===== config.mk =====
export PLATFORM = sky130hd
export DESIGN_NAME = pwm_move_sequencer
export DESIGN_NICKNAME = d
export VERILOG_FILES = /design/src/rtl/pwm_seq_pkg.sv /design/src/rtl/pwm_move_sequencer_fifo.sv /design/src/rtl/pwm_move_sequencer.sv
export SDC_FILE = /design/constraint.sdc
export NUM_CORES = 1
export LEC_CHECK = 0
export CAP_MARGIN = 20
export CELL_PAD_IN_SITES_DETAIL_PLACEMENT = 1
export CELL_PAD_IN_SITES_GLOBAL_PLACEMENT = 1
export CORE_MARGIN = 4
export CORE_UTILIZATION = 45
export CTS_BUF_LIST = sky130_fd_sc_hd__clkbuf_2
export DETAILED_ROUTE_END_ITERATION = 12
export MAX_ROUTING_LAYER = met4
export PLACE_DENSITY = 0.68
export SYNTH_ARGS = -nofsm -noshare
export SYNTH_HDL_FRONTEND = slang
export SYNTH_SLANG_ARGS = --single-unit

===== constraint.sdc =====
create_clock -name clk -period 10.8 [get_ports clk]
set_clock_uncertainty 0.15 [all_clocks]
set_input_delay 2.16 -clock clk [delete_from_list [all_inputs] [get_ports clk]]
set_output_delay 2.16 -clock clk [all_outputs]
set_load 0.02 [all_outputs]

===== src/rtl/pwm_seq_pkg.sv =====
// Shared types and constants for the PWM move sequencer and its command FIFO.
package pwm_seq_pkg;

    localparam int NUM_CH      = 8;
    localparam int CH_W        = $clog2(NUM_CH);
    localparam int CH_STRIDE   = 4;
    // Widest duty/dwell a command can carry; narrower builds zero-extend into it.
    localparam int CMD_FIELD_W = 32;

    typedef enum logic [2:0] {
        IDLE,
        LOAD,
        WRITE,
        DWELL,
        VERIFY
    } seq_state_e;

    typedef struct packed {
        logic [CH_W-1:0]        ch;
        logic [CMD_FIELD_W-1:0] duty;
        logic [CMD_FIELD_W-1:0] dwell;
    } pwm_cmd_t;

endpackage


===== src/rtl/pwm_move_sequencer_fifo.sv =====
// Synchronous command FIFO with flush, occupancy count and async active-high reset.
module pwm_cmd_fifo #(
    parameter int DEPTH = 8,
    parameter int WIDTH = 8
) (
    input  logic                     clk,
    input  logic                     rst,
    input  logic                     flush,
    input  logic                     push,
    input  logic                     pop,
    input  logic [WIDTH-1:0]         wdata,
    output logic [WIDTH-1:0]         rdata,
    output logic                     full,
    output logic                     empty,
    output logic [$clog2(DEPTH):0]   level
);

    localparam int AW = $clog2(DEPTH);
    localparam int LW = AW + 1;

    logic [WIDTH-1:0] mem_q [DEPTH];
    logic [AW-1:0]    wr_ptr_q, wr_ptr_d;
    logic [AW-1:0]    rd_ptr_q, rd_ptr_d;
    logic [LW-1:0]    cnt_q, cnt_d;
    logic             do_push, do_pop;

    assign full    = (cnt_q == LW'(DEPTH));
    assign empty   = (cnt_q == '0);
    assign level   = cnt_q;
    assign rdata   = mem_q[rd_ptr_q];
    assign do_push = push && !full && !flush;
    assign do_pop  = pop && !empty && !flush;

    always_comb begin
        wr_ptr_d = wr_ptr_q;
        rd_ptr_d = rd_ptr_q;
        cnt_d    = cnt_q;
        if (flush) begin
            wr_ptr_d = '0;
            rd_ptr_d = '0;
            cnt_d    = '0;
        end else begin
            // Pointers are AW bits wide, so DEPTH being a power of 2 gives the wrap for free.
            if (do_push) wr_ptr_d = wr_ptr_q + AW'(1);
            if (do_pop)  rd_ptr_d = rd_ptr_q + AW'(1);
            cnt_d = cnt_q + LW'(do_push) - LW'(do_pop);
        end
    end

    always_ff @(posedge clk or posedge rst) begin
        if (rst) begin
            wr_ptr_q <= '0;
            rd_ptr_q <= '0;
            cnt_q    <= '0;
        end else begin
            wr_ptr_q <= wr_ptr_d;
            rd_ptr_q <= rd_ptr_d;
            cnt_q    <= cnt_d;
        end
    end

    always_ff @(posedge clk) begin
        if (do_push) mem_q[wr_ptr_q] <= wdata;
    end

endmodule


===== src/rtl/pwm_move_sequencer.sv =====
// Sequences queued servo moves onto the PWM core register port: write duty, then dwell.
// Define PWM_SEQ_READBACK_EN to add a read-back VERIFY step and the sticky err output.
module pwm_move_sequencer
    import pwm_seq_pkg::*;
#(
    parameter int         DEPTH     = 8,
    parameter int         DUTY_W    = 16,
    parameter int         DWELL_W   = 24,
    parameter logic [7:0] ADDR_BASE = 8'h00
) (
    input  logic                     clk,
    input  logic                     rst,
    input  logic                     cmd_valid,
    output logic                     cmd_ready,
    input  logic [CH_W-1:0]          cmd_ch,
    input  logic [DUTY_W-1:0]        cmd_duty,
    input  logic [DWELL_W-1:0]       cmd_dwell,
    input  logic                     abort,
    output logic                     busy,
    output logic                     done,
    output logic [$clog2(DEPTH):0]   level,
    output logic [7:0]               pwm_addr,
    output logic [31:0]              pwm_data,
    output logic                     pwm_wr,
    output logic                     pwm_rd,
    input  logic [31:0]              pwm_q
`ifdef PWM_SEQ_READBACK_EN
    ,
    output logic                     err
`endif
);

    localparam int LVL_W  = $clog2(DEPTH) + 1;
    localparam int FIFO_W = CH_W + DUTY_W + DWELL_W;

    seq_state_e         state_q, state_d;
    logic [7:0]         addr_q, addr_d;
    logic [31:0]        data_q, data_d;
    logic [DWELL_W-1:0] dwell_q, dwell_d;
    logic [DWELL_W-1:0] cnt_q, cnt_d;
    logic               busy_q, busy_d;
    logic               wr_c, done_c;

    logic               fifo_push, fifo_pop, fifo_full, fifo_empty;
    logic [LVL_W-1:0]   fifo_level, lvl_nxt;
    logic [FIFO_W-1:0]  fifo_wdata, fifo_rdata;
    pwm_cmd_t           head;
    logic               unused_sink;

`ifdef PWM_SEQ_READBACK_EN
    logic               vphase_q, vphase_d;
    logic               err_q, err_d;
    logic               rd_c;
`endif

    assign fifo_wdata = {cmd_ch, cmd_duty, cmd_dwell};
    assign fifo_push  = cmd_valid && !fifo_full && !abort;
    assign fifo_pop   = (state_q == LOAD) && !abort;

    pwm_cmd_fifo #(
        .DEPTH (DEPTH),
        .WIDTH (FIFO_W)
    ) u_fifo (
        .clk   (clk),
        .rst   (rst),
        .flush (abort),
        .push  (fifo_push),
        .pop   (fifo_pop),
        .wdata (fifo_wdata),
        .rdata (fifo_rdata),
        .full  (fifo_full),
        .empty (fifo_empty),
        .level (fifo_level)
    );

    always_comb begin
        head       = '0;
        head.ch    = fifo_rdata[FIFO_W-1 -: CH_W];
        head.duty  = CMD_FIELD_W'(fifo_rdata[DWELL_W +: DUTY_W]);
        head.dwell = CMD_FIELD_W'(fifo_rdata[0 +: DWELL_W]);
    end

    // Occupancy after this edge, so the registered busy lines up with state and level.
    always_comb begin
        lvl_nxt = fifo_level;
        if (abort)                        lvl_nxt = '0;
        else if (fifo_push && !fifo_pop)  lvl_nxt = fifo_level + LVL_W'(1);
        else if (!fifo_push && fifo_pop)  lvl_nxt = fifo_level - LVL_W'(1);
    end

    always_comb begin
        state_d = state_q;
        addr_d  = addr_q;
        data_d  = data_q;
        dwell_d = dwell_q;
        cnt_d   = cnt_q;
        wr_c    = 1'b0;
        done_c  = 1'b0;
`ifdef PWM_SEQ_READBACK_EN
        vphase_d = vphase_q;
        err_d    = err_q;
        rd_c     = 1'b0;
`endif
        case (state_q)
            IDLE: if (!fifo_empty) state_d = LOAD;
            LOAD: begin
                addr_d  = ADDR_BASE + 8'(head.ch) * 8'(CH_STRIDE);
                data_d  = head.duty;
                dwell_d = head.dwell[DWELL_W-1:0];
                state_d = WRITE;
            end
            WRITE: begin
                wr_c  = 1'b1;
                cnt_d = dwell_q;
`ifdef PWM_SEQ_READBACK_EN
                state_d = VERIFY;
`else
                state_d = DWELL;
`endif
            end
            VERIFY: begin
`ifdef PWM_SEQ_READBACK_EN
                // First cycle issues the read, second cycle sees the core's data_out.
                if (!vphase_q) begin
                    rd_c     = 1'b1;
                    vphase_d = 1'b1;
                end else begin
                    vphase_d = 1'b0;
                    if (pwm_q[DUTY_W-1:0] != data_q[DUTY_W-1:0]) err_d = 1'b1;
                    state_d = DWELL;
                end
`else
                state_d = IDLE;
`endif
            end
            DWELL: begin
                if (cnt_q == '0) begin
                    done_c  = 1'b1;
                    state_d = fifo_empty ? IDLE : LOAD;
                end else begin
                    cnt_d = cnt_q - DWELL_W'(1);
                end
            end
            default: state_d = IDLE;
        endcase
        // An in-flight pwm_wr still completes; everything else is cancelled.
        if (abort) begin
            state_d = IDLE;
            done_c  = 1'b0;
            addr_d  = addr_q;
            data_d  = data_q;
`ifdef PWM_SEQ_READBACK_EN
            vphase_d = 1'b0;
            err_d    = 1'b0;
`endif
        end
        busy_d = (state_d != IDLE) || (lvl_nxt != '0);
    end

    always_ff @(posedge clk or posedge rst) begin
        if (rst) begin
            state_q <= IDLE;
            addr_q  <= '0;
            data_q  <= '0;
            dwell_q <= '0;
            cnt_q   <= '0;
            busy_q  <= 1'b0;
        end else begin
            state_q <= state_d;
            addr_q  <= addr_d;
            data_q  <= data_d;
            dwell_q <= dwell_d;
            cnt_q   <= cnt_d;
            busy_q  <= busy_d;
        end
    end

`ifdef PWM_SEQ_READBACK_EN
    always_ff @(posedge clk or posedge rst) begin
        if (rst) begin
            vphase_q <= 1'b0;
            err_q    <= 1'b0;
        end else begin
            vphase_q <= vphase_d;
            err_q    <= err_d;
        end
    end
    assign pwm_rd = rd_c;
    assign err    = err_q;
`else
    assign pwm_rd = 1'b0;
`endif

    assign unused_sink = ^{head.dwell, pwm_q};

    assign cmd_ready = !fifo_full;
    assign busy      = busy_q;
    assign done      = done_c;
    assign level     = fifo_level;
    assign pwm_addr  = addr_q;
    assign pwm_data  = data_q;
    assign pwm_wr    = wr_c;

endmodule


==> results.toml <==
[logic_synthesis]
ys_warn_count = 0
syn_area_um2 = 17130
synth-seq-cells = 425
ys_async_sr_fraction_pct = 19.06
ys_seq_area_share_pct = 72.16
avgSynthCellArea_um2 = 17.49
ys_types = 63
synth_top_flop_cell = "edfxtp_1"
netlist_instances = 979
synth-edff-count = 344

[hold_path]
hold_path_depth = 1
min_path_type = "register to register"

[finish]
drive_gt1_share_pct = 24.32
finalNetCount = 1223
area_growth_pct = 13.10
fillers = 3633

[critical_path]
cp.required_ns = 8.49
end_kind = "output port"
rrSetupSlack_ns = 7.44
critPathKind = "register to output port"
rr_startpoint = "u_fifo.rd_ptr_q[0]"
endpoint = "done"
critPathLaunch = "cnt_q[8]"
rr_worst_depth = 5
arrival_ns = 4.00
startpoint_type = "register"
r2r-end = "dwell_q[0]"
critPathMaxFanout = 10

[floorplanning]
rows = 71
io_pins = 128
die_w_um = 203.1
start_util_pct = 45.57
dieArea_um2 = 41240
coreArea_um2 = 37580
dieHeight_um = 203.1

[drt]
first_pass_iters = 6
wl_per_cell_um = 21.33
vias = 9257
drtIter0Drc = 646
drc = 0
drt_wl_total_um = 36840
ant_nets = 0
viasPerCell = 5.360

[timing]
tns_ns = 0
setup_viol = 0
slew_violations = 0
worst_slew_pin_slew_ns = 1.108
slew_headroom_pct = 26.11
finalHoldViolations = 0
min_period_over_period_pct = 58.41
max_freq_ghz = 0.1585
rsz0062_at_grt = "no"
min_period_ns = 6.308

[global_route]
grt_max_degree = 62
antenna_found_initial = 3
grt_pass1_wl_um = 58270
track_usage_pct = 18.88
grt_pass1_vias = 10100
overflow = 0

[cts]
cts-root-buf = "clkbuf_2"
cts_sinks = 425
clockBufferDepth = 3
cts_tree = "done"
ctsHtreeMaxLevel = 3
cts_setup_buffers = 0
path_clk_slew_ns = 0.10
cts_hold_buf = 0
ctsResizeCount = 0
clock_latency_ns = 0.97
numCtsBuffers = 105

[job]
maxCapViolCount = 0

[power]
p_switching_uw = 1136
sw_frac_of_total_pct = 30.03
ir_drop_mv = 0.1425
pwr-share-seq_pct = 55.2
clkPwrFrac_pct = 27.4
p_leak_uw = 0.006497
pwr-share-comb_pct = 17.4
power.density_nw_per_um2 = 195.3
power_uw = 3782
p_int_uw = 2646

[place]
dp_hpwl_um = 20110
place_congestion = 0.7821
portBuffers = 73

[run_status]
outcome = "finished, final reports clean"
## cells in the final DEF, fill, tap and decap left out, types with 17 or more instances in the layout
cell / n
a21oi_1: 74
buf_4: 18
clkbuf_2: 159
clkdlybuf4s50_1: 73
clkinv_1: 29
conb_1: 23
dfrtp_1: 78
edfxtp_1: 344
mux2i_1: 47
mux4_2: 86
nand2_1: 33
nand3_1: 17
nor2_1: 72
## power groups by stage
stage | clock network (µW) | registers, µW | logic [µW]
6_report | 1040 | 2090 | 657
5_1_grt | 1180 | 2110 | 730
4_1_cts | 1080 | 2090 | 666
3_5_place_dp | 0 | 2120 | 662
3_3_place_gp | 0 | 2110 | 641
2_1_floorplan | 0 | 2130 | 382
## area by class of cell
type,instances,area (µm²),area share [%]
flip-flops and latches,425,12370,63.84
multi-input cells,492,4489,23.18
repair buffers,91,865.8,4.470
clock buffers,159,795.8,4.109
well taps,511,639.4,3.301
clock inverters,33,153.9,0.7946
inverters,13,51.30,0.2649
diodes,3,7.507,0.03876
## logic make-up after synthesis
logic type / count (synthesis) / synth area share [%]
adders and majority gates: 16 / 1.213
xor gates and xnor gates: 7 / 0.3580
DFF: 425 / 72.16
buffers and inverters: 84 / 2.462
AOI/OAI and AO/OA: 122 / 4.209
and+or+nand+nor: 190 / 5.458
muxes: 134 / 14.12
other: 1 / 0.02190
## worst min path at each step
stage	start	end	slack (ns)
2_1_floorplan	dwell_q[21]	cnt_q[21]	0.33
3_3_place_gp	dwell_q[21]	cnt_q[21]	0.35
3_5_place_dp	dwell_q[21]	cnt_q[21]	0.37
4_1_cts	dwell_q[21]	cnt_q[21]	0.38
5_1_grt	dwell_q[21]	cnt_q[21]	0.41
6_report	dwell_q[21]	cnt_q[21]	0.38
## per-layer routing
| layer | up-vias | part of all wire (%) | GRT usage [%] |
|---|---|---|---|
| met2 | 210 | 49 | 29.92 |
| met5 | - | 0 | - |
| li1 | 4176 | - | - |
| met3 | 44 | 4.6 | 4.600 |
| met4 | 0 | 1.5 | 5.204 |
| met1 | 4827 | 45 | 24.83 |
## cell usage after synthesis, types with 14 or more instances
| cell | instances | area (µm²) |
|---|---|---|
| ha_1 | 15 | 187.7 |
| nand3_1 | 17 | 85.08 |
| nor2_1 | 75 | 281.5 |
| nand2_1 | 33 | 123.9 |
| nor3_1 | 14 | 70.07 |
| dfrtp_1 | 81 | 2027 |
| edfxtp_1 | 344 | 10330 |
| mux2i_1 | 47 | 470.5 |
| mux4_2 | 86 | 1937 |
| clkbuf_1 | 35 | 131.4 |
| buf_4 | 22 | 165.2 |
| a21oi_1 | 74 | 370.4 |
## sequential cells by signal, indices dropped and copies added (netlist names)
name	count
state_q	3
u_fifo.wr_ptr_q	3
pwm_data	16
dwell_q	24
cnt_q	24
u_fifo.mem_q	344
busy	1
u_fifo.rd_ptr_q	3
pwm_addr	3
u_fifo.level	4
## metrics by stage
step	setup WS, ns	instance area (µm²)	util, %	std cells	hold WS [ns]
finish	4.492	19370	51.54	1727	0.3781
global route	4.252	19370	51.54	1727	0.4102
CTS	4.363	19360	51.52	1724	0.3826
detailed placement	4.751	18410	49.00	1532	0.3665
global placement	4.763	18410	49.00	1532	0.3495
floorplan	3.022	17210	-	1001	0.3294
## critical path, cell delays in order, from the launching register on
cell and delay, ns:
dfrtp_1 0.45, or4_1 0.55, or4b_4 0.54, or2_1 0.45, nor3_1 0.34, clkdlybuf4s50_1 0.67
Note: power is estimated with default switching activity, not from simulation.
